File: config.mk
export PLATFORM = sky130hd
export DESIGN_NAME = heartbeat_pulser
export DESIGN_NICKNAME = d
export VERILOG_FILES = /design/src/rtl/heartbeat_pkg.sv /design/src/rtl/heartbeat_pulser.sv
export SDC_FILE = /design/constraint.sdc
export NUM_CORES = 1
export LEC_CHECK = 0
export ABC_CLOCK_PERIOD_IN_PS = 3780
export BUFFER_PORTS_ARGS = -buffer_cell sky130_fd_sc_hd__buf_2
export CAP_MARGIN = 15
export CORE_ASPECT_RATIO = 2
export CORE_MARGIN = 10
export CORE_UTILIZATION = 55
export CTS_CLUSTER_DIAMETER = 40
export DETAILED_ROUTE_END_ITERATION = 6
export PLACE_DENSITY = 0.79
export SLEW_MARGIN = 40
export SYNTH_ARGS = -nofsm -noshare
export SYNTH_HDL_FRONTEND = slang
export SYNTH_SLANG_ARGS = --single-unit
File: constraint.sdc
create_clock -name clk -period 3.78 [get_ports clk]
set_input_delay 0.567 -clock clk [delete_from_list [all_inputs] [get_ports clk]]
set_output_delay 0.567 -clock clk [all_outputs]
set_load 0.05 [all_outputs]
File: src/rtl/heartbeat_pkg.sv
// Shared heartbeat class codes, beat FSM states and default timing.
// Used by the classifier (producer) and the pulser (consumer).
package heartbeat_pkg;

   typedef enum logic [1:0] {
      HB_REST     = 2'b00,
      HB_NORMAL   = 2'b01,
      HB_ELEVATED = 2'b10,
      HB_RACING   = 2'b11
   } hb_class_e;

   typedef enum logic [2:0] {
      ST_IDLE = 3'd0,
      ST_LUB  = 3'd1,
      ST_GAP  = 3'd2,
      ST_DUB  = 3'd3,
      ST_REST = 3'd4
   } hb_state_e;

   localparam int unsigned PER0_DEF = 60;
   localparam int unsigned PER1_DEF = 40;
   localparam int unsigned PER2_DEF = 28;
   localparam int unsigned PER3_DEF = 20;
   localparam int unsigned LUB_DEF  = 3;
   localparam int unsigned GAP_DEF  = 2;
   localparam int unsigned DUB_DEF  = 3;

   function automatic int unsigned min4(
      input int unsigned a,
      input int unsigned b,
      input int unsigned c,
      input int unsigned d
   );
      int unsigned m;
      m = a;
      if (b < m) m = b;
      if (c < m) m = c;
      if (d < m) m = d;
      return m;
   endfunction

endpackage

File: src/rtl/heartbeat_pulser.sv
// Lub-dub beat generator: class-dependent period counted in time-base
// ticks, registered beat output, start strobe and wrapping beat counter.
module heartbeat_pulser
   import heartbeat_pkg::*;
#(
   parameter int unsigned PER0 = PER0_DEF,
   parameter int unsigned PER1 = PER1_DEF,
   parameter int unsigned PER2 = PER2_DEF,
   parameter int unsigned PER3 = PER3_DEF,
   parameter int unsigned LUB  = LUB_DEF,
   parameter int unsigned GAP  = GAP_DEF,
   parameter int unsigned DUB  = DUB_DEF
) (
   input  logic       clk,
   input  logic       rst,
   input  logic       ena,
   input  logic       tick,
   input  logic [1:0] heartbeat,
   output logic       beat,
   output logic       beat_strobe,
   output logic [7:0] beat_count,
   output logic [2:0] phase
);

   if ((LUB + GAP + DUB >= min4(PER0, PER1, PER2, PER3)) ||
       (PER0 > 255) || (PER1 > 255) || (PER2 > 255) || (PER3 > 255) ||
       (LUB == 0) || (DUB == 0) || (GAP == 0))
   begin : g_bad_params
      $error("heartbeat_pulser: illegal beat timing parameters");
   end

   localparam logic [7:0] P0 = 8'(PER0);
   localparam logic [7:0] P1 = 8'(PER1);
   localparam logic [7:0] P2 = 8'(PER2);
   localparam logic [7:0] P3 = 8'(PER3);
   localparam logic [7:0] E1 = 8'(LUB);
   localparam logic [7:0] E2 = 8'(LUB + GAP);
   localparam logic [7:0] E3 = 8'(LUB + GAP + DUB);

   hb_state_e  state_q, state_d;
   logic [7:0] pcnt_q, pcnt_d;
   logic [7:0] per_q, per_d;
   logic       beat_q, beat_d;
   logic       strobe_q, strobe_d;
   logic [7:0] count_q, count_d;
   logic [7:0] pinc;
   logic [7:0] per_sel;
   logic       start;

   always_comb begin
      per_sel = P0;
      unique case (hb_class_e'(heartbeat))
         HB_REST:     per_sel = P0;
         HB_NORMAL:   per_sel = P1;
         HB_ELEVATED: per_sel = P2;
         HB_RACING:   per_sel = P3;
      endcase
   end

   // Period ends on the tick where REST has consumed per_q-1 counts
   assign start = tick &&
                  ((state_q == ST_IDLE) ||
                   ((state_q == ST_REST) && (pcnt_q == per_q - 8'd1)));
   assign pinc  = pcnt_q + 8'd1;

   always_comb begin
      state_d  = state_q;
      pcnt_d   = pcnt_q;
      per_d    = per_q;
      beat_d   = beat_q;
      strobe_d = 1'b0;
      count_d  = count_q;
      if (!ena) begin
         state_d = ST_IDLE;
         pcnt_d  = 8'd0;
         beat_d  = 1'b0;
      end else if (start) begin
         state_d  = ST_LUB;
         pcnt_d   = 8'd0;
         per_d    = per_sel;
         beat_d   = 1'b1;
         strobe_d = 1'b1;
         count_d  = count_q + 8'd1;
      end else if (tick) begin
         case (state_q)
            ST_LUB: begin
               pcnt_d = pinc;
               if (pinc == E1) begin
                  state_d = ST_GAP;
                  beat_d  = 1'b0;
               end
            end
            ST_GAP: begin
               pcnt_d = pinc;
               if (pinc == E2) begin
                  state_d = ST_DUB;
                  beat_d  = 1'b1;
               end
            end
            ST_DUB: begin
               pcnt_d = pinc;
               if (pinc == E3) begin
                  state_d = ST_REST;
                  beat_d  = 1'b0;
               end
            end
            ST_REST: begin
               pcnt_d = pinc;
               beat_d = 1'b0;
            end
            default: begin
               state_d = ST_IDLE;
               pcnt_d  = 8'd0;
               beat_d  = 1'b0;
            end
         endcase
      end
   end

   always_ff @(posedge clk) begin
      if (rst) begin
         state_q  <= ST_IDLE;
         pcnt_q   <= 8'd0;
         per_q    <= 8'd0;
         beat_q   <= 1'b0;
         strobe_q <= 1'b0;
         count_q  <= 8'd0;
      end else begin
         state_q  <= state_d;
         pcnt_q   <= pcnt_d;
         per_q    <= per_d;
         beat_q   <= beat_d;
         strobe_q <= strobe_d;
         count_q  <= count_d;
      end
   end

   assign beat        = beat_q;
   assign beat_strobe = strobe_q;
   assign beat_count  = count_q;
   assign phase       = state_q;

endmodule
After elaboration in Yosys (flattened, before gate mapping)
Index checks and enable logic that the tools add are counted.
Widths: inputs -> output; s select.
{"block": "classes", "muxes": 15, "n_eq_ne": 18, "add_sub_neg": 3, "reduce_logical": 13, "bitwise": 2}
{"operator": "$pmux 8 s4", "count": 1}
{"operator": "$add 8x1->8 const B", "count": 2}
{"operator": "$pmux 3 s4", "count": 1}
{"operator": "$reduce_and 5->1", "count": 2}
{"operator": "$mux 3", "count": 3}
{"operator": "$ne 3x3->1 const B", "count": 3}
{"operator": "$eq 8x2->1 const B", "count": 1}
{"operator": "$eq 8x3->1 const B", "count": 1}
{"operator": "$eq 8x4->1 const B", "count": 1}
{"operator": "$eq 8x8->1", "count": 1}
{"operator": "$mux 1", "count": 8}
{"operator": "$mux 8", "count": 1}
{"operator": "$ne 2x2->1 const B", "count": 4}
{"operator": "$sub 8x1->8 const B", "count": 1}
{"operator": "$eq 3x2->1 const B", "count": 2}
{"operator": "$eq 2x2->1 const B", "count": 2}
{"operator": "$reduce_and 4->1", "count": 1}
{"operator": "$reduce_or 4->1", "count": 1}
{"operator": "$eq 3x1->1 const B", "count": 1}
{"operator": "$eq 3x3->1 const B", "count": 1}
{"operator": "$logic_not 3->1", "count": 1}
{"operator": "$pmux 1 s3", "count": 1}
{"operator": "$reduce_or 3->1", "count": 1}
{"operator": "$eq 2x1->1 const B", "count": 1}
{"operator": "7 further kinds", "count": 9}
{"block": "totals", "wordCells": 58, "register_bits": 29, "inputBits": 6, "out_inout_bits": 13}

Depth between registers and ports, before layout
Gate-level depths: netlist of run 1.
{"block": "logic_depth", "depth_word": 7, "depth_mapped": 8, "ltp_nobuf": 7}

Least setup slack after synthesis of run 1
Ideal clock, no wire load.
{"block": "synth_path", "path_type": "reg2reg", "startpoint": "reg per_q[4]", "endpoint": "reg count_q[7] (netlist: beat_count[7])", "path_slack_ns": 1.661, "required_ns": 3.710, "path_buffers": 0, "arrival_time_ns": 2.048, "path_stages_with_launch": 8, "setup_ns": 0.070, "period_less_slack_ns": 2.119, "path_cell_list": "dfxtp_1 -> inv_1 -> ha_1 -> nor3b_1 -> mux2_2 -> o31a_1 -> or4_1 -> a21oi_1"}
{"block": "synth_between", "elab_chain_cells": 6}
{"item": "start, declared", "line_no": "heartbeat_pulser.sv:42", "rtl": "logic [7:0] per_q, per_d;"}
{"item": "start signal, assigned", "line_no": "heartbeat_pulser.sv:131", "rtl": "per_q <= per_d;"}
{"item": "$sub 8x1->8", "line_no": "heartbeat_pulser.sv:63", "rtl": "((state_q == ST_REST) && (pcnt_q == per_q - 8'd1)));"}
{"item": "$eq 8x8->1", "line_no": "heartbeat_pulser.sv:63"}
{"item": "$logic_and 1x1->1", "line_no": "heartbeat_pulser.sv:63"}
{"item": "$logic_or 1x1->1", "line_no": "heartbeat_pulser.sv:62", "rtl": "((state_q == ST_IDLE) ||"}
{"item": "$logic_and 1x1->1", "line_no": "heartbeat_pulser.sv:61", "rtl": "assign start = tick &&"}
{"item": "$reduce_and 2->1 (no line)"}
{"item": "end signal, assigned", "line_no": "heartbeat_pulser.sv:134", "rtl": "count_q <= count_d;"}
{"item": "end, declared", "line_no": "heartbeat_pulser.sv:45", "rtl": "logic [7:0] count_q, count_d;"}
Every way passes these cells.
A chain may end at the register's enable or synchronous reset.

Worst setup path after layout of run 1
{"block": "layout_path", "startpoint": "reg pcnt_q[1]", "endpoint": "reg count_q[7] (netlist: beat_count[7])"}
{"block": "layout_between", "elab_chain_cells": 5}
{"item": "start, declared", "line_no": "heartbeat_pulser.sv:41", "rtl": "logic [7:0] pcnt_q, pcnt_d;"}
{"item": "start signal, assigned", "line_no": "heartbeat_pulser.sv:130", "rtl": "pcnt_q <= pcnt_d;"}
{"item": "$eq 8x8->1", "line_no": "heartbeat_pulser.sv:63"}
{"item": "$logic_and 1x1->1", "line_no": "heartbeat_pulser.sv:63"}
{"item": "$logic_or 1x1->1", "line_no": "heartbeat_pulser.sv:62"}
{"item": "$logic_and 1x1->1", "line_no": "heartbeat_pulser.sv:61"}
{"item": "$reduce_and 2->1 (no line)"}
Every way passes these cells.

==> results of run 1 <==
-- state kept, by name, indices dropped and copies added (netlist names) --
name	count
beat_strobe	1
beat_count	8
per_q	3
pcnt_q	8
beat	1
phase	3
-- placed cells by master (no fill, tap or decap), types with 2 or more instances in the layout --
cell	synthesis	final
sky130_fd_sc_hd__dfxtp_1	24	24
sky130_fd_sc_hd__buf_2	5	18
sky130_fd_sc_hd__a21oi_1	17	17
sky130_fd_sc_hd__nand2_1	14	14
sky130_fd_sc_hd__o21ai_0	12	12
sky130_fd_sc_hd__nand3_1	9	9
sky130_fd_sc_hd__inv_1	8	8
sky130_fd_sc_hd__nor2_1	8	8
sky130_fd_sc_hd__ha_1	7	7
sky130_fd_sc_hd__o31ai_1	5	5
sky130_fd_sc_hd__and3_1	5	5
sky130_fd_sc_hd__or3_1	5	5
sky130_fd_sc_hd__or4_1	4	4
sky130_fd_sc_hd__clkbuf_8	0	4
sky130_fd_sc_hd__nor3b_1	3	3
sky130_fd_sc_hd__mux2_2	3	3
sky130_fd_sc_hd__xor2_1	3	3
sky130_fd_sc_hd__nand2b_1	3	3
sky130_fd_sc_hd__a311oi_1	3	3
sky130_fd_sc_hd__nand3b_1	3	3
sky130_fd_sc_hd__xnor2_1	2	2
sky130_fd_sc_hd__or4b_1	2	2
sky130_fd_sc_hd__o31a_1	2	2
sky130_fd_sc_hd__nor3_1	2	2
sky130_fd_sc_hd__nor4_1	2	2
sky130_fd_sc_hd__and4_1	2	2
-- per-stage QoR --
step           area, um^2  total power, mW  std cells    util
6_report             1623           0.5062        221  0.6315
5_1_grt              1623           0.5234        221  0.6315
4_1_cts              1623           0.5055        221  0.6315
3_5_place_dp         1568           0.3342        217  0.6100
3_3_place_gp         1568           0.3301        217  0.6100
2_1_floorplan        1486           0.3171        181       -
-- logic make-up after synthesis --
| group | after synthesis | synth area share |
|---|---|---|
| AO/OA/AOI/OAI | 55 | 0.2433 |
| multiplexers | 4 | 0.02946 |
| buffers and inverters | 18 | 0.04966 |
| adder cells (fa/ha/maj) | 7 | 0.05892 |
| flip-flops | 24 | 0.3232 |
| XOR/XNOR | 5 | 0.02947 |
| AND/OR/NAND/NOR | 68 | 0.2660 |
-- how the worst max path moves through the flow --
stage,from,end,cells past startpoint
global route,per_q[4]$_SDFFE_PP0P_,pcnt_q[7]$_SDFFE_PP0P_,7
floorplan,per_q[4]$_SDFFE_PP0P_,beat_count[7]$_SDFFE_PP0P_,7
detailed placement,tick,pcnt_q[7]$_SDFFE_PP0P_,6
finish,pcnt_q[1]$_SDFFE_PP0P_,beat_count[7]$_SDFFE_PP0P_,6
CTS,per_q[4]$_SDFFE_PP0P_,beat_count[7]$_SDFFE_PP0P_,7
global placement,tick,beat_count[7]$_SDFFE_PP0P_,6
-- routing by layer --
metal,GRT usage,share of wire
met5,0,0
met4,0.09055,0.037
met2,0.2757,0.55
met3,0.02439,0.034
met1,0.1294,0.38
-- power groups by stage --
stage                     Sequential, mW  Clock, mW  Combinational [mW]
after detailed placement           0.270          0              0.0642
after global placement             0.270          0              0.0605
after floorplan                    0.277          0              0.0405
after global routing               0.265      0.187              0.0714
final                              0.264      0.177              0.0653
after CTS                          0.264      0.176              0.0652
-- worst max-delay path: cells and delay by family, from the launching register on --
family | cells | cell delay (ns)
and+or+nand+nor | 3 | 0.97
AOI/OAI and AO/OA | 2 | 0.64
DFF | 1 | 0.45
adders and majority gates | 1 | 0.34
-- area by class of cell --
cell class / instances / area share
Timing Repair Buffer: 18 / 0.05551
Sequential cell: 24 / 0.2961
Multi-Input combinational cell: 139 / 0.5744
Inverter: 8 / 0.01850
Tap cell: 28 / 0.02159
Clock buffer: 4 / 0.03392
==> qor.txt, run 1 <==
=========================================================================================
PortBufs                                                                               18
Run status                                                                   finished, final reports clean
Slack of the worst reg-to-reg path                                                1.30 ns
Starting density of the core                                                       0.5784
Vias in the first global route                                                      1,538
Combinational share of power                                                        0.129
Capture endpoint of the worst hold path                                      beat_count[7]$_SDFFE_PP0P_
Detail Placement HPWL                                                            2.825 mm
Hold Path Origin                                                             beat_count[7]$_SDFFE_PP0P_
Hold/Removal Path Class                                                        reg -> reg
Die width                                                                        56.76 um
Global-route congestion overflow total                                                  0
Final setup violation count                                                             0
Reg power frac                                                                      0.522
Max Clock Freq                                                                  403.9 MHz
Number of enable-type register cells in the synthesized netlist                         0
Synth Cell Area                                                                 1486 um^2
Clock tree root driver cell                                                  sky130_fd_sc_hd__clkbuf_8
Gate count of the mapped netlist                                                      181
Worst Slack Setup Final                                                          1.304 ns
Cell depth of the worst hold path                                                       2
Library cells used by synthesis                                                        49
Reg-to-reg critical path startpoint                                          pcnt_q[1]$_SDFFE_PP0P_
Power per standard cell area                                                 311.9 nW/um^2
First DRT Iteration DRCs                                                               58
Slew @ Worst Pin                                                                0.6857 ns
Switch share                                                                       0.2645
Net count after synthesis                                                             194
Y dimension of the die                                                           93.52 um
Antenna violations before repair                                                        0
Fill cells                                                                            230
CP Cell Sequence                                                             ha_1, and4bb_2, nand4_1, o31a_1, or4_1, a21oi_1
Cell internal pwr                                                               0.3723 mW
CP endpoint kind                                                                flip-flop
Quantity of hold-fixing buffers added after cts                                         0
Worst setup path class                                                         reg -> reg
Proportion of register bits with asynchronous set or reset after synthesis              0
Cell types with the highest counts after synthesis                           sky130_fd_sc_hd__dfxtp_1, sky130_fd_sc_hd__a21oi_1, sky130_fd_sc_hd__nand2_1
Global-route usage over all layers                                                 0.1426
CP max FO                                                                              17
Switching power                                                                 0.1339 mW
First-pass GRT wire length                                                       6.465 mm
Final period util                                                                  0.6550
Worst EP arrival                                                                  2.68 ns
Row Count                                                                              26
Max capacitance violation total                                                         0
Footprint of the multi-input gates                                             932.1 um^2
Area of all sequential standard cells                                          480.5 um^2
Slowest cell delay on critical path                                               0.55 ns
Diodes inserted                                                                         0
Pin count of the biggest net entering global routing                                   19
Clock Tree Buf Depth                                                                    2
DIE AREA                                                                        5308 um^2
Required time reported for the critical path endpoint                             3.99 ns
Flop and latch count out of synthesis                                                  24
Area growth, synth to finish                                                       9.175%
Share of the synthesized area in the top cell type                                 0.3232
Core Footprint                                                                  2570 um^2
Max rail drop VDD                                                               0.2067 mV
Primary FF master, synth                                                     sky130_fd_sc_hd__dfxtp_1
Most area-consuming cells after synthesis                                    sky130_fd_sc_hd__dfxtp_1, sky130_fd_sc_hd__ha_1, sky130_fd_sc_hd__a21oi_1
Vias                                                                                1,448
Max-slew violation count                                                                0
Worst hold margin                                                               0.4883 ns
Synth Warn #                                                                            0
Clock Sink Count                                                                       24
RR Endpoint                                                                  beat_count[7]$_SDFFE_PP0P_
Clock tree from TritonCTS                                                           built
Quantity of gates resized following cts                                                 0
Time the worst path needs with I/O delays and setup                              2.476 ns
Source-to-sink clock delay at the later pin of the worst-skew pair                0.27 ns
Wire length per cell after detailed routing                                      16.81 um
Fraction of the yosys area taken by sequential cells                               0.3232
I/O Pins                                                                               19
Mean Syn Cell Area                                                             8.212 um^2
Number of vias per cell                                                             6.552
Worst path slowest cell                                                      sky130_fd_sc_hd__or4_1
Remaining antenna violation count after routing                                         0
Largest area contributor in the netlist                                      sky130_fd_sc_hd__dfxtp_1
Share of final-layout standard cells stronger than drive strength 1                0.1399
Detailed-route DRC error count                                                          0
Worst slack, placed                                                              1.304 ns
CP Launch Type                                                                  flip-flop
Post-CTS setup buffer count                                                             0
Number of search-and-repair iterations in the first detailed-routing pass               4
Placer's final routability congestion estimate                                     0.9099
Number of hold-slack violations in the final timing report                              0
Normalized max-slew margin                                                         0.5390
Final net count                                                                       207
LEAKAGE                                                                         0.6017 nW
Total detailed-routing wirelength                                                3.714 mm
Clock-pin slew of the registers on the worst-case setup and hold paths            0.08 ns
Most common cell in the synthesized netlist                                  sky130_fd_sc_hd__dfxtp_1
Setup TNS                                                                            0 ns
Register-to-Register Path Depth                                                         6
Maximum level of the CTS H-tree                                                         1
Part of the total power dissipated in the clock network                             0.349
Post-Route Skew                                                               0.004324 ns
RSZ-0062 raised after global routing                                                   no
Clock buffer count from CTS                                                             3
=========================================================================================
No activity file was read; power rests on OpenSTA's default activity.
==> inputs of run 2 (changes only) <==
Settings changed: ABC_AREA set to 1, ABC_CLOCK_PERIOD_IN_PS 3780 to 2550.
Clock period 3.78 ns to 2.55 ns, I/O delays scaled along.
==> run 2 against run 1 <==
Effect of this change: clock skew grew 0.00064 ns; sequential cell count unchanged; non-clock buffer count grew 1; combinational power rose by 70%; critical endpoint is now beat_count[0]$_SDFFE_PP0P_; via count fell by 1.5%; global-route usage down 0.61 points; wire length is 6.1% lower; largest cell class unchanged.
==> qor.txt, run 2 <==
=========================================================================================
Placer's final routability congestion estimate                                     0.8625
Clock buffer count from CTS                                                             3
Net count after synthesis                                                             241
Global-route usage over all layers                                                 0.1365
CP endpoint kind                                                                flip-flop
Met3 routed WL                                                                      98 um
Total detailed-routing wirelength                                                3.486 mm
Number of search-and-repair iterations in the first detailed-routing pass               6
Most common cell in the synthesized netlist                                  sky130_fd_sc_hd__nand2_1
Global-route congestion overflow total                                                  0
Pin count of the biggest net entering global routing                                   15
Flop and latch count out of synthesis                                                  24
Quantity of hold-fixing buffers added after cts                                         0
Worst EP arrival                                                                  2.40 ns
Final net count                                                                       262
Time the worst path needs with I/O delays and setup                              2.246 ns
Fill cells                                                                            246
Maximum level of the CTS H-tree                                                         1
Quantity of gates resized following cts                                                 0
CP Launch Type                                                                  flip-flop
Final setup violation count                                                             0
Clock tree from TritonCTS                                                           built
Number of enable-type register cells in the synthesized netlist                         0
Register-to-Register Path Depth                                                        12
Most common cell after layout, fill and taps aside                           sky130_fd_sc_hd__nand2_1
Synth Cell Area                                                                 1494 um^2
Worst setup path class                                                         reg -> reg
Power per standard cell area                                                 459.0 nW/um^2
Clock Sink Count                                                                       24
Diodes inserted                                                                         0
Detailed-route wire length on metal 1                                            1.269 mm
Proportion of register bits with asynchronous set or reset after synthesis              0
Share of final-layout standard cells stronger than drive strength 1                0.1573
RR Endpoint                                                                  beat_count[0]$_SDFFE_PP0P_
Post-layout total power                                                         0.7651 mW
Antenna violations before repair                                                        0
Slew @ Worst Pin                                                                0.3816 ns
Most area-consuming cells after synthesis                                    sky130_fd_sc_hd__dfxtp_1, sky130_fd_sc_hd__nand2_1, sky130_fd_sc_hd__inv_1
Vias                                                                                1,427
Wire length per cell after detailed routing                                      12.63 um
Reg-to-reg critical path startpoint                                          per_q[4]$_SDFFE_PP0P_
Max capacitance violation total                                                         0
Synth Warn #                                                                            0
Leading cell types in the layout, fill and taps excluded                     sky130_fd_sc_hd__nand2_1, sky130_fd_sc_hd__inv_1, sky130_fd_sc_hd__nor2_1
Number of hold-slack violations in the final timing report                              0
Clock-pin slew of the registers on the worst-case setup and hold paths            0.09 ns
Library cells used by synthesis                                                        26
Remaining antenna violation count after routing                                         0
Mean Syn Cell Area                                                             6.552 um^2
Placed Instances                                                                      272
First-pass GRT wire length                                                       6.023 mm
Non-Filler Cell Area, Final                                                     1667 um^2
Hold/Removal Path Class                                                         in -> reg
Y dimension of the die                                                           93.71 um
Share of the synthesized area in the top cell type                                 0.3216
Row Count                                                                              26
PortBufs                                                                               18
Vias in the first global route                                                      1,475
Final period util                                                                  0.8809
Starting density of the core                                                       0.5813
Core Footprint                                                                  2570 um^2
Fraction of the yosys area taken by sequential cells                               0.3216
Clock Tree Buf Depth                                                                    2
Post-detailed-placement cell area                                               1612 um^2
Gate count of the mapped netlist                                                      228
Setup TNS                                                                            0 ns
Largest area contributor in the netlist                                      sky130_fd_sc_hd__dfxtp_1
Post-Route Skew                                                               0.004965 ns
Max Clock Freq                                                                  445.2 MHz
Required time reported for the critical path endpoint                             2.70 ns
Area growth, synth to finish                                                       11.56%
Met2 WL post-DR                                                                  2.049 mm
End point of the critical path                                               beat_count[0]$_SDFFE_PP0P_
Number of vias per cell                                                             5.170
Cell types with the highest counts after synthesis                           sky130_fd_sc_hd__nand2_1, sky130_fd_sc_hd__inv_1, sky130_fd_sc_hd__nor2_1
Detailed-route DRC error count                                                          0
Post-CTS setup buffer count                                                             0
Slack of the worst reg-to-reg path                                                0.30 ns
CP max FO                                                                              14
Post-route core utilization                                                        0.6485
Detail Placement HPWL                                                            2.843 mm
First DRT Iteration DRCs                                                               20
Source-to-sink clock delay at the later pin of the worst-skew pair                0.27 ns
RSZ-0062 raised after global routing                                                   no
I/O Pins                                                                               19
Primary FF master, synth                                                     sky130_fd_sc_hd__dfxtp_1
Run status                                                                   finished, final reports clean
DIE AREA                                                                        5327 um^2
LEAKAGE                                                                         0.7224 nW
Normalized max-slew margin                                                         0.7437
Max rail drop VDD                                                               0.4282 mV
Die width                                                                        56.85 um
Max-slew violation count                                                                0
Clock tree root driver cell                                                  sky130_fd_sc_hd__clkbuf_8
Final Non-Filler Cells                                                                276
Highest routed layer                                                                 met4
Critical path launch point                                                   per_q[4]$_SDFFE_PP0P_
=========================================================================================
## run 2: cell count changes in the layout (fill, tap and decap cells not counted), sizes merged, moves of 5 or more
| cell | change |
|---|---|
| nor2 | +24 |
| or3 | -5 |
| and3 | -5 |
| inv | +21 |
| nand2 | +58 |
| nand3 | +6 |
## run 2: cell families (layout without fill, tap and decap cells)
group,count (synthesis),after routing,synth area share
and+or+nand+nor,126,126,0.3752
buffers and inverters,33,53,0.08543
AOI/OAI and AO/OA,32,32,0.1240
DFF,24,24,0.3216
adders and majority gates,7,7,0.05862
xor gates and xnor gates,6,6,0.03518
## run 2: worst min-delay path by stage
stage / startpoint / to / slack [ns] / cells past startpoint
detailed placement: beat_count[6]$_SDFFE_PP0P_ / beat_count[6]$_SDFFE_PP0P_ / 0.46 / 2
global placement: beat_count[6]$_SDFFE_PP0P_ / beat_count[6]$_SDFFE_PP0P_ / 0.47 / 2
finish: rst / per_q[5]$_SDFFE_PP0P_ / 0.37 / 2
floorplan: pcnt_q[0]$_SDFFE_PP0P_ / pcnt_q[0]$_SDFFE_PP0P_ / 0.48 / 2
CTS: rst / beat_count[6]$_SDFFE_PP0P_ / 0.37 / 2
global route: rst / beat_count[7]$_SDFFE_PP0P_ / 0.39 / 2
## run 2: metal layers
metal | global-route usage | vias up
li1 | - | 758
met1 | 0.1179 | 638
met2 | 0.2748 | 24
met3 | 0.02575 | 7
met4 | 0.07480 | 0
met5 | 0 | -
## run 2: worst max-delay path, cell delays in order (launching register included)
cell,delay (ns)
sky130_fd_sc_hd__dfxtp_1,0.39
sky130_fd_sc_hd__inv_1,0.10
sky130_fd_sc_hd__ha_1,0.32
sky130_fd_sc_hd__a21oi_1,0.16
sky130_fd_sc_hd__nand3_1,0.09
sky130_fd_sc_hd__nor2_1,0.09
sky130_fd_sc_hd__nand3_1,0.07
sky130_fd_sc_hd__nand2_1,0.06
sky130_fd_sc_hd__nand2_1,0.13
sky130_fd_sc_hd__nor2_4,0.27
sky130_fd_sc_hd__inv_1,0.20
sky130_fd_sc_hd__o21ai_0,0.18
sky130_fd_sc_hd__a21oi_1,0.06
## run 2: stage by stage
stage                     hold slack (ns)  setup WS, ns
after global placement             0.4742        0.4677
after floorplan                    0.4758        0.6747
after CTS                          0.3692        0.2976
after detailed placement           0.4644        0.3512
final                              0.3665        0.3037
after global routing               0.3919      0.007296
## run 2: power breakdown
group / leakage [nW] / switching (mW) / internal (mW)
Clock: 0.0288 / 0.124 / 0.138
Combinational: 0.499 / 0.0767 / 0.0345
Sequential: 0.195 / 0.00856 / 0.383
## run 2: layout make-up
class                           count  area [um^2]  area share
Timing Repair Buffer               19        97.59     0.05856
Multi-Input combinational cell    171        885.9      0.5315
Inverter                           30        112.6     0.06757
Tap cell                           28        35.03     0.02102
Clock buffer                        4        55.05     0.03303
Sequential cell                    24        480.5      0.2883
==> inputs of run 3 (changes only) <==
Settings changed: CAP_MARGIN 15 to 20, GPL_ROUTABILITY_DRIVEN set to 0, SETUP_SLACK_MARGIN set to 0.5.
==> run 3 against run 2 <==
Effect of this change: global-route usage increased by 0.16 points; maximum frequency rose by 18%; via count grew 1.6%; clock-buffer cell count unchanged; first-iteration DRC count shrank 30%; setup slack better by 0.34 ns; wire length is 3.3% higher; critical endpoint is now per_q[3]$_SDFFE_PP0P_; critical path type unchanged; critical path depth down 1.
==> qor.txt, run 3 (synthesis gave the netlist of run 2 again) <==
========================================================================================
Placed Instances                                                                     272
Max-slew violation count                                                               0
Clock Tree Buf Depth                                                                   2
CP Cell Sequence                                                            inv_1, ha_4, or2_2, nand3_1, nor2_1, nand3_1, nand2_1, nand2_2, nor2_4, buf_4, o31ai_1
Die width                                                                       56.85 um
Power per standard cell area                                                453.7 nW/um^2
Number of hold-slack violations in the final timing report                             0
Maximum level of the CTS H-tree                                                        1
Final Non-Filler Cells                                                               278
Max Clock Freq                                                                 525.6 MHz
Hold Path Origin                                                                     rst
Worst slack, placed                                                            0.3512 ns
Global-route congestion overflow total                                                 0
Highest routed layer                                                                met4
Starting density of the core                                                      0.5813
Worst hold margin                                                              0.3825 ns
Slew @ Worst Pin                                                               0.3820 ns
Clock Sink Count                                                                      24
Time the worst path needs with I/O delays and setup                             1.902 ns
Most common cell on crit path                                               sky130_fd_sc_hd__nand3_1
Source-to-sink clock delay at the later pin of the worst-skew pair               0.27 ns
I/O Pins                                                                              19
Post-layout total power                                                        0.7817 mW
Hold/Removal Path Class                                                        in -> reg
Slowest cell delay on critical path                                              0.35 ns
Reg-to-reg critical path startpoint                                         per_q[4]$_SDFFE_PP0P_
Max capacitance violation total                                                        0
Leading cell types in the layout, fill and taps excluded                    sky130_fd_sc_hd__nand2_1, sky130_fd_sc_hd__inv_1, sky130_fd_sc_hd__nor2_1
Vias in the first global route                                                     1,490
Clock buffer count from CTS                                                            3
Wire length per cell after detailed routing                                     12.96 um
Met3 routed WL                                                                    109 um
Y dimension of the die                                                          93.71 um
Required time reported for the critical path endpoint                            2.73 ns
Diodes inserted                                                                        0
Global-route usage over all layers                                                0.1381
Area growth, synth to finish                                                      15.33%
Number of search-and-repair iterations in the first detailed-routing pass              4
LEAKAGE                                                                        0.7396 nW
Post-Route Skew                                                              0.007088 ns
Number of vias per cell                                                            5.216
Worst EP arrival                                                                 2.08 ns
Share of final-layout standard cells stronger than drive strength 1               0.1960
Run status                                                                  finished, final reports clean
Max rail drop VDD                                                              0.4048 mV
Row Count                                                                             26
Critical path launch point                                                  per_q[4]$_SDFFE_PP0P_
Worst path slowest cell                                                     sky130_fd_sc_hd__dfxtp_2
Detailed-route DRC error count                                                         0
Normalized max-slew margin                                                        0.7433
Remaining antenna violation count after routing                                        0
RSZ-0062 raised after global routing                                                  no
Worst Slack Setup Final                                                        0.6475 ns
Quantity of hold-fixing buffers added after cts                                        0
First-pass GRT wire length                                                      6.099 mm
Met2 WL post-DR                                                                 2.115 mm
CP Launch Type                                                                 flip-flop
Detail Placement HPWL                                                           2.843 mm
Clock tree root driver cell                                                 sky130_fd_sc_hd__clkbuf_8
PortBufs                                                                              18
Fill cells                                                                           237
Antenna violations before repair                                                       0
CP endpoint kind                                                               flip-flop
Detailed-route wire length on metal 1                                           1.296 mm
Vias                                                                               1,450
Core Footprint                                                                 2570 um^2
First DRT Iteration DRCs                                                              14
DIE AREA                                                                       5327 um^2
Pin count of the biggest net entering global routing                                  14
Final net count                                                                      264
Final setup violation count                                                            0
Clock tree from TritonCTS                                                          built
Setup TNS                                                                           0 ns
Clock-pin slew of the registers on the worst-case setup and hold paths           0.09 ns
Total detailed-routing wirelength                                               3.602 mm
CP max FO                                                                              6
Worst setup path class                                                        reg -> reg
Most common cell after layout, fill and taps aside                          sky130_fd_sc_hd__nand2_1
Final period util                                                                 0.7461
========================================================================================
run 3: cell count changes in the layout (fill, tap and decap cells not counted), sizes merged:
cell / change
buf: +2
run 3: path summary, 6_finish.rpt:
check / end / slack [ns] / cells after the start
worst min register to register: beat_count[6]$_SDFFE_PP0P_ / 0.48 / 2
worst max-delay path: per_q[3]$_SDFFE_PP0P_ / 0.65 / 11
worst max register to register: per_q[3]$_SDFFE_PP0P_ / 0.65 / 11
worst min-delay path: per_q[5]$_SDFFE_PP0P_ / 0.38 / 2
run 3: metal layers:
layer  GRT usage  vias to the layer above
met1      0.1202                      651
met5           0                        -
met2      0.2748                       29
li1            -                      761
met4     0.08071                        0
met3     0.02575                        9
run 3: cell type report:
type                       instances  area, um^2  share of cell area
timing repair buffer              21       116.4             0.06754
sequential                        24       483.0              0.2803
multi-input combinational        171       920.9              0.5345
clock buffer                       4       55.05             0.03195
tap                               28       35.03             0.02033
inverter                          30       112.6             0.06536
run 3: worst max-delay path, delay by kind of cell (launching register included):
| kind | cells | cell delay (ns) |
|---|---|---|
| buf+inv | 2 | 0.30 |
| flops | 1 | 0.35 |
| fa+ha+maj | 1 | 0.23 |
| compound gates | 1 | 0.24 |
| simple gates | 7 | 0.70 |
run 3: timing repair:
item,4_1_cts,5_1_grt
setup endpoints to repair,8,15
pin swaps,1,1
buffers inserted,1,0
cloned,0,1
gates resized for setup,2,12
run 3: report_power, final:
part	internal (mW)	switching, mW	total (mW)
Sequential	0.384	0.00857	0.392
Clock	0.138	0.128	0.267
Combinational	0.0409	0.0819	0.123
Total	0.563	0.219	0.782
run 3: metrics by stage:
stage | instance area (um^2) | utilization
after floorplan | 1494 | -
after global placement | 1612 | 0.6271
after detailed placement | 1612 | 0.6271
after global routing | 1723 | 0.6704
final | 1723 | 0.6704
after CTS | 1678 | 0.6529
